===== src/rtl/mxv_pkg.sv =====
// -----------------------------------------------------------------------------
// mxv_pkg
// Shared definitions for the MxV row sequencer and its column counter:
//   - state_t       : sequencer FSM states
//   - DEF_*         : default geometry shared with the column counter instance
//   - ceil_log2()   : constant function used to size row index and accumulator
// No ports (package).
// -----------------------------------------------------------------------------
package mxv_pkg;

    typedef enum logic [1:0] {
        IDLE = 2'd0,
        RUN  = 2'd1,
        DONE = 2'd2
    } state_t;

    localparam int DEF_DATA_WIDTH = 8;
    localparam int DEF_COLUMNS    = 36;
    localparam int DEF_ROWS       = 4;

    // Smallest n with 2**n >= value; value 0 or 1 gives 0.
    function automatic int ceil_log2(input int value);
        int r;
        r = 0;
        for (int i = 0; i < 31; i++) begin
            if ((64'd1 << i) < 64'(value)) begin
                r = i + 1;
            end else begin
                r = r;
            end
        end
        return r;
    endfunction

endpackage


===== src/rtl/mxv_row_sequencer_if.sv =====
// -----------------------------------------------------------------------------
// mxv_row_sequencer_if
// Element stream between the element source / column counter (master side)
// and the row sequencer (slave side).
//   elem_valid, mat_elem, vec_elem : element pair offered by the source
//   col_flag0, col_flag_max        : column counter at 0 / at COLUMNS-1
//   elem_ready                     : sequencer accepts elements
//   col_enable                     : advance the column counter
// -----------------------------------------------------------------------------
interface mxv_row_sequencer_if #(
    parameter int DATA_WIDTH = 8
);
    logic                  elem_valid;
    logic [DATA_WIDTH-1:0] mat_elem;
    logic [DATA_WIDTH-1:0] vec_elem;
    logic                  col_flag0;
    logic                  col_flag_max;
    logic                  elem_ready;
    logic                  col_enable;

    modport master (
        output elem_valid, mat_elem, vec_elem, col_flag0, col_flag_max,
        input  elem_ready, col_enable
    );

    modport slave (
        input  elem_valid, mat_elem, vec_elem, col_flag0, col_flag_max,
        output elem_ready, col_enable
    );
endinterface


===== src/rtl/mxv_mac.sv =====
// -----------------------------------------------------------------------------
// mxv_mac
// Registered unsigned multiply-accumulate.
//   clk, reset : clock, asynchronous active-low reset
//   en         : accumulate this cycle
//   load       : with en, start a new sum from the current product
//   a, b       : DATA_WIDTH operands
//   acc_d      : value the accumulator takes on the next edge
// -----------------------------------------------------------------------------
module mxv_mac
    import mxv_pkg::*;
#(
    parameter int DATA_WIDTH = DEF_DATA_WIDTH,
    parameter int ACC_WIDTH  = 2 * DEF_DATA_WIDTH
) (
    input  logic                  clk,
    input  logic                  reset,
    input  logic                  en,
    input  logic                  load,
    input  logic [DATA_WIDTH-1:0] a,
    input  logic [DATA_WIDTH-1:0] b,
    output logic [ACC_WIDTH-1:0]  acc_d
);

    logic [2*DATA_WIDTH-1:0] prod_s;
    logic [ACC_WIDTH-1:0]    acc_q;

    assign prod_s = a * b;

    // Next accumulator value: load restarts the row regardless of stale contents.
    always_comb begin
        acc_d = acc_q;
        if (en) begin
            if (load) begin
                acc_d = ACC_WIDTH'(prod_s);
            end else begin
                acc_d = acc_q + ACC_WIDTH'(prod_s);
            end
        end else begin
            acc_d = acc_q;
        end
    end

    // Accumulator register.
    always_ff @(posedge clk or negedge reset) begin
        if (!reset) begin
            acc_q <= {ACC_WIDTH{1'b0}};
        end else begin
            acc_q <= acc_d;
        end
    end

endmodule


===== src/rtl/mxv_row_sequencer.sv =====
// -----------------------------------------------------------------------------
// mxv_row_sequencer
// Accepts matrix/vector element pairs row by row, accumulates one dot product
// per column-counter wrap, emits it with its row number, and pulses done with
// the last row's result.
//   clk, reset   : clock, asynchronous active-low reset
//   start        : begin an operation (only looked at in IDLE)
//   elem_if      : element stream + column counter flags/enable (slave)
//   result       : dot product of the last completed row (held)
//   result_valid : one-cycle pulse, result is new
//   row_index    : row number belonging to result
//   busy         : operation in progress (RUN or DONE)
//   done         : one-cycle pulse together with the final result_valid
// -----------------------------------------------------------------------------
module mxv_row_sequencer
    import mxv_pkg::*;
#(
    parameter int DATA_WIDTH = DEF_DATA_WIDTH,
    parameter int COLUMNS    = DEF_COLUMNS,
    parameter int ROWS       = DEF_ROWS,
    localparam int ROW_BITS  = (ceil_log2(ROWS) < 1) ? 1 : ceil_log2(ROWS),
    localparam int ACC_WIDTH = 2 * DATA_WIDTH + ceil_log2(COLUMNS)
) (
    input  logic                  clk,
    input  logic                  reset,
    input  logic                  start,
    mxv_row_sequencer_if.slave    elem_if,
    output logic [ACC_WIDTH-1:0]  result,
    output logic                  result_valid,
    output logic [ROW_BITS-1:0]   row_index,
    output logic                  busy,
    output logic                  done
);

    state_t                state_q, state_d;
    logic [ROW_BITS-1:0]   row_q, row_d;
    logic [ACC_WIDTH-1:0]  result_q, result_d;
    logic                  result_valid_q, result_valid_d;
    logic [ROW_BITS-1:0]   row_index_q, row_index_d;
    logic                  done_q, done_d;
    logic                  busy_q, busy_d;
    logic                  elem_ready_q, elem_ready_d;

    logic                  accept_s;
    logic                  row_end_s;
    logic                  last_row_s;
    logic [ACC_WIDTH-1:0]  acc_d_s;

    assign accept_s   = elem_if.elem_valid & elem_ready_q;
    assign row_end_s  = accept_s & elem_if.col_flag_max;
    assign last_row_s = (row_q == ROW_BITS'(ROWS - 1));

    assign elem_if.elem_ready = elem_ready_q;
    // The counter must advance in the same cycle the element is taken.
    assign elem_if.col_enable = accept_s;

    assign result       = result_q;
    assign result_valid = result_valid_q;
    assign row_index    = row_index_q;
    assign busy         = busy_q;
    assign done         = done_q;

    mxv_mac #(
        .DATA_WIDTH (DATA_WIDTH),
        .ACC_WIDTH  (ACC_WIDTH)
    ) u_mac (
        .clk   (clk),
        .reset (reset),
        .en    (accept_s),
        .load  (elem_if.col_flag0),
        .a     (elem_if.mat_elem),
        .b     (elem_if.vec_elem),
        .acc_d (acc_d_s)
    );

    // FSM next state, row counter and result capture.
    always_comb begin
        state_d        = state_q;
        row_d          = row_q;
        result_d       = result_q;
        result_valid_d = 1'b0;
        row_index_d    = row_index_q;
        done_d         = 1'b0;
        case (state_q)
            IDLE: begin
                if (start) begin
                    state_d = RUN;
                    row_d   = {ROW_BITS{1'b0}};
                end else begin
                    state_d = IDLE;
                end
            end
            RUN: begin
                if (row_end_s) begin
                    result_d       = acc_d_s;
                    row_index_d    = row_q;
                    result_valid_d = 1'b1;
                    if (last_row_s) begin
                        // Row counter is left alone; IDLE reinitialises it.
                        state_d = DONE;
                        done_d  = 1'b1;
                    end else begin
                        row_d = row_q + ROW_BITS'(1);
                    end
                end else begin
                    state_d = RUN;
                end
            end
            DONE: begin
                state_d = IDLE;
            end
            default: begin
                state_d = IDLE;
            end
        endcase
        busy_d       = (state_d != IDLE);
        elem_ready_d = (state_d == RUN);
    end

    // State, counter and registered outputs.
    always_ff @(posedge clk or negedge reset) begin
        if (!reset) begin
            state_q        <= IDLE;
            row_q          <= {ROW_BITS{1'b0}};
            result_q       <= {ACC_WIDTH{1'b0}};
            result_valid_q <= 1'b0;
            row_index_q    <= {ROW_BITS{1'b0}};
            done_q         <= 1'b0;
            busy_q         <= 1'b0;
            elem_ready_q   <= 1'b0;
        end else begin
            state_q        <= state_d;
            row_q          <= row_d;
            result_q       <= result_d;
            result_valid_q <= result_valid_d;
            row_index_q    <= row_index_d;
            done_q         <= done_d;
            busy_q         <= busy_d;
            elem_ready_q   <= elem_ready_d;
        end
    end

endmodule


===== src/flat_wrapper.sv =====
// flat-port wrapper written by rule: the top's interface ports become plain ports
module mxv_row_sequencer_flat import mxv_pkg::*;
#(
    parameter int DATA_WIDTH = DEF_DATA_WIDTH,
    parameter int COLUMNS    = DEF_COLUMNS,
    parameter int ROWS       = DEF_ROWS,
    localparam int ROW_BITS  = (ceil_log2(ROWS) < 1) ? 1 : ceil_log2(ROWS),
    localparam int ACC_WIDTH = 2 * DATA_WIDTH + ceil_log2(COLUMNS)
)
  (clk, reset, start, result, result_valid, row_index, busy, done, elem_if_elem_valid, elem_if_mat_elem, elem_if_vec_elem, elem_if_col_flag0, elem_if_col_flag_max, elem_if_elem_ready, elem_if_col_enable);
  mxv_row_sequencer_if #(.DATA_WIDTH(DATA_WIDTH)) elem_if_i ();
  input  logic clk;
  input  logic reset;
  input  logic start;
  output logic [ACC_WIDTH-1:0] result;
  output logic result_valid;
  output logic [ROW_BITS-1:0] row_index;
  output logic busy;
  output logic done;
  input wire logic [$bits(elem_if_i.elem_valid)-1:0] elem_if_elem_valid;
  input wire logic [$bits(elem_if_i.mat_elem)-1:0] elem_if_mat_elem;
  input wire logic [$bits(elem_if_i.vec_elem)-1:0] elem_if_vec_elem;
  input wire logic [$bits(elem_if_i.col_flag0)-1:0] elem_if_col_flag0;
  input wire logic [$bits(elem_if_i.col_flag_max)-1:0] elem_if_col_flag_max;
  output wire logic [$bits(elem_if_i.elem_ready)-1:0] elem_if_elem_ready;
  output wire logic [$bits(elem_if_i.col_enable)-1:0] elem_if_col_enable;
  assign elem_if_i.elem_valid = elem_if_elem_valid;
  assign elem_if_i.mat_elem = elem_if_mat_elem;
  assign elem_if_i.vec_elem = elem_if_vec_elem;
  assign elem_if_i.col_flag0 = elem_if_col_flag0;
  assign elem_if_i.col_flag_max = elem_if_col_flag_max;
  assign elem_if_elem_ready = elem_if_i.elem_ready;
  assign elem_if_col_enable = elem_if_i.col_enable;
  mxv_row_sequencer #(.DATA_WIDTH(DATA_WIDTH), .COLUMNS(COLUMNS), .ROWS(ROWS)) u_core (.clk(clk), .reset(reset), .start(start), .elem_if(elem_if_i), .result(result), .result_valid(result_valid), .row_index(row_index), .busy(busy), .done(done));
endmodule

===== config.mk =====
export PLATFORM = sky130hd
export DESIGN_NAME = mxv_row_sequencer_flat
export DESIGN_NICKNAME = d
export VERILOG_FILES = /design/src/rtl/mxv_pkg.sv /design/src/rtl/mxv_row_sequencer_if.sv /design/src/rtl/mxv_mac.sv /design/src/rtl/mxv_row_sequencer.sv /design/src/flat_wrapper.sv
export SDC_FILE = /design/constraint.sdc
export NUM_CORES = 1
export LEC_CHECK = 0
export BUFFER_PORTS_ARGS = -buffer_cell sky130_fd_sc_hd__buf_2
export CORE_MARGIN = 2
export CORE_UTILIZATION = 38
export CTS_BUF_LIST = sky130_fd_sc_hd__clkbuf_8
export DETAILED_ROUTE_END_ITERATION = 8
export PLACE_DENSITY = 0.63
export SYNTH_ARGS = -nofsm -noshare
export SYNTH_HDL_FRONTEND = slang
export SYNTH_HIERARCHICAL = 1
export SYNTH_SLANG_ARGS = --single-unit
export TNS_END_PERCENT = 10

===== constraint.sdc =====
create_clock -name clk -period 4.1 [get_ports clk]
set_input_delay 0.205 -clock clk [delete_from_list [all_inputs] [get_ports clk]]
set_output_delay 0.205 -clock clk [all_outputs]
set_load 0.03 [all_outputs]

==> out/metrics.cfg <==
[logic_synthesis]
synth_common_cells=and2_1 (57), inv_1 (57), ha_1 (55)
synthCells=541
yosysWarningCount=6
ys.flop_type=dfrtp_1
synthArstFlopShare_pct=100
synth_fp_nets=655
ys_top_cells_by_area=dfrtp_1 (25%), fa_1 (14%), ha_1 (13%), and2_1 (6.7%), mux2_4 (4.8%)
ys_seq_elements=54
synth-edff-count=0
synth.top_cell.area_share_pct=25.3
synth_area_per_cell_sq_um=9.86
synth_cell_type_count=65
ys_seq_area_share_pct=25.3
synth_top_area_cell=dfrtp_1
synth_area_sq_mm=0.00534

[detailed_routing]
detail-route-antenna-nets=0
drcViolationCount=0
dr_wl_met2_um=6540
viasPerCell=5.09
met3_wirelength_um=584
top_layer=met4
met1_length_um=6140
drtIter0Drc=299
wirelength_um=13400
dr.pass1.iters=4
vias=4524
wire_per_inst_um=15.1

[critical_path]
r2r_start=u_core/u_mac/acc_q[0]
worstSetupEndpoint=u_core/result[21]
crit_type=input port to flop
cp-start-kind=input port
arrival_ns=5.34
cp-startpoint=elem_if_mat_elem[5]
path_max_fanout=6
r2r_slack_ns=1.47
reg2reg_to=u_core/result[10]
critPathRequiredTime_ns=4.32
endpoint_kind=flop
reg2regPathDepth=9

[final_layout]
nets=822
antenna_cells=0
drive_above_1_share_pct=44.9
syn_to_final_growth_pct=40.6

[floorplanning]
die_w_um=122
io_pins=51
initial_core_util_pct=38.7
core_area_sq_mm=0.0138
die_y_um=122
dieArea_sq_mm=0.0150
rows=43

[sta]
relSlewSlack_pct=53.8
worst-slew-pin-transition_ns=0.693
rsz0062_at_grt=true
fmax_mhz=195
hold_ws_ns=-0.0153
setup_viol=30
setup_ws_ns=-1.02
hold_viol=12
finalCritPeriodShare_pct=125
slew_viol_final=0
setup_tns_ns=-21.41
skew_ns=0.0155
final.min_clock_period_ns=5.12

[cts]
clockBufferDepth=2
cts-root-buf=clkbuf_8
htreeDepth=2
clk_latency_ns=0.32
cts-hold-fix-buffers=0
cts_tree=yes
clkSinkCount=54
clk_pin_slew_ns=0.10
numCtsBuffers=5

[worst_hold_path]
hold_path_class=input port to asynchronous set/reset pin

[global_route]
antenna_found_initial=0
overflow=0
gr-usage-all-layers_pct=19.2
grt_pass1_wl_um=23400
grt_pass1_vias=4937
grt_start_max_net_pins=55

[placed_design]
gp_routability_congestion=0.900
port-buffer-count=50
hpwl_um=9800

[run_status]
outcome=finished with violations
violations=negative hold slack, negative setup slack

[run]
maxCapViolations=0

-- metrics by stage --
step | utilization [%] | std cells | hold slack (ns) | setup WS (ns) | area, sq um
floorplan | - | 541 | -0.0906 | -0.975 | 5440
global placement | 47.4 | 850 | 0.366 | -1.46 | 6520
detailed placement | 47.4 | 850 | 0.376 | -1.55 | 6520
CTS | 52.1 | 878 | 0.0152 | -1.06 | 7180
global route | 54.5 | 889 | 0.0685 | -1.18 | 7500
finish | 54.5 | 889 | -0.0153 | -1.02 | 7500
-- placed cells by master (no fill, tap or decap), types with 8 or more instances in the layout --
master and n:
nor2_1 24, mux2_2 8, a21oi_1 21, o21ai_2 9, and2_4 8, buf_6 15
buf_4 114, a21oi_2 15, and2_1 49, mux2i_1 9, ha_4 13, dfrtp_1 54
nand2_1 26, xnor2_1 8, ha_1 42, fa_1 31, buf_2 39, mux2_4 18
inv_1 51, xnor2_2 8
-- worst max-delay path: stages --
cell	delay (ns)
buf_6	0.07
buf_6	0.11
nand2_4	0.05
fa_1	0.48
fa_1	0.49
inv_1	0.05
fa_1	0.49
inv_1	0.05
fa_1	0.49
inv_2	0.05
ha_4	0.21
or2_4	0.23
a21o_1	0.22
buf_6	0.13
a31oi_4	0.14
xnor2_2	0.12
ha_4	0.31
nand2_1	0.08
o21ai_2	0.20
a31oi_4	0.08
o32ai_4	0.40
a31oi_1	0.13
a41o_2	0.25
mux2_4	0.27
-- metal layers --
| metal | GRT usage [%] | vias to the layer above |
|---|---|---|
| met4 | 4.74 | 0 |
| met2 | 32.7 | 100 |
| met5 | 0 | - |
| met3 | 2.28 | 13 |
| met1 | 26.0 | 2210 |
| li1 | - | 2201 |
-- worst min-delay path by stage --
stage | depth (start not counted) | startpoint | endpoint | slack (ns)
global route | 2 | reset | u_core/u_mac/acc_q[21] | 0.07
CTS | 2 | reset | u_core/u_mac/acc_q[17] | 0.02
floorplan | 0 | reset | u_core/busy | -0.09
global placement | 2 | reset | u_core/u_mac/acc_q[21] | 0.37
detailed placement | 2 | reset | u_core/u_mac/acc_q[21] | 0.38
finish | 2 | reset | u_core/u_mac/acc_q[21] | -0.02
-- flip-flops by register name, summed over array words and instances, names as in the netlist --
name / count
u_core/result: 22
u_core/u_mac/acc_q: 22
u_core/done: 1
u_core/elem_if.elem_ready: 1
u_core/row_index: 2
u_core/state_q: 2
u_core/busy: 1
u_core/result_valid: 1
u_core/row_q: 2
-- layout make-up --
cell class,instances,area (sq um)
clock buffers,5,68.8
clock inverters,3,47.5
fillers,1198,6270
inverters,57,214
multi-input cells,419,4340
flip-flops and latches,54,1350
well taps,180,225
repair buffers,171,1250
-- kinds of logic (layout without fill, tap and decap cells) --
group	Yosys count	in the layout	synth area share [%]
xor gates and xnor gates	21	21	3.45
AOI/OAI and AO/OA	115	115	15.1
buffers and inverters	68	236	5.11
muxes	35	35	8.37
and+or+nand+nor	156	156	15.9
adders and majority gates	92	92	26.8
DFF	54	54	25.3
-- what timing repair did --
item / CTS / global route
buffers inserted: 20 / 11
gates resized for setup: 91 / 45
endpoints found under the hold margin: 0 / 0
cloned: 0 / 0
endpoints found under the setup margin: 33 / 34
pin swaps: 66 / 43
Power is not shown: default switching activity piles up to over one toggle a cycle in this logic, so the estimate is an artifact.
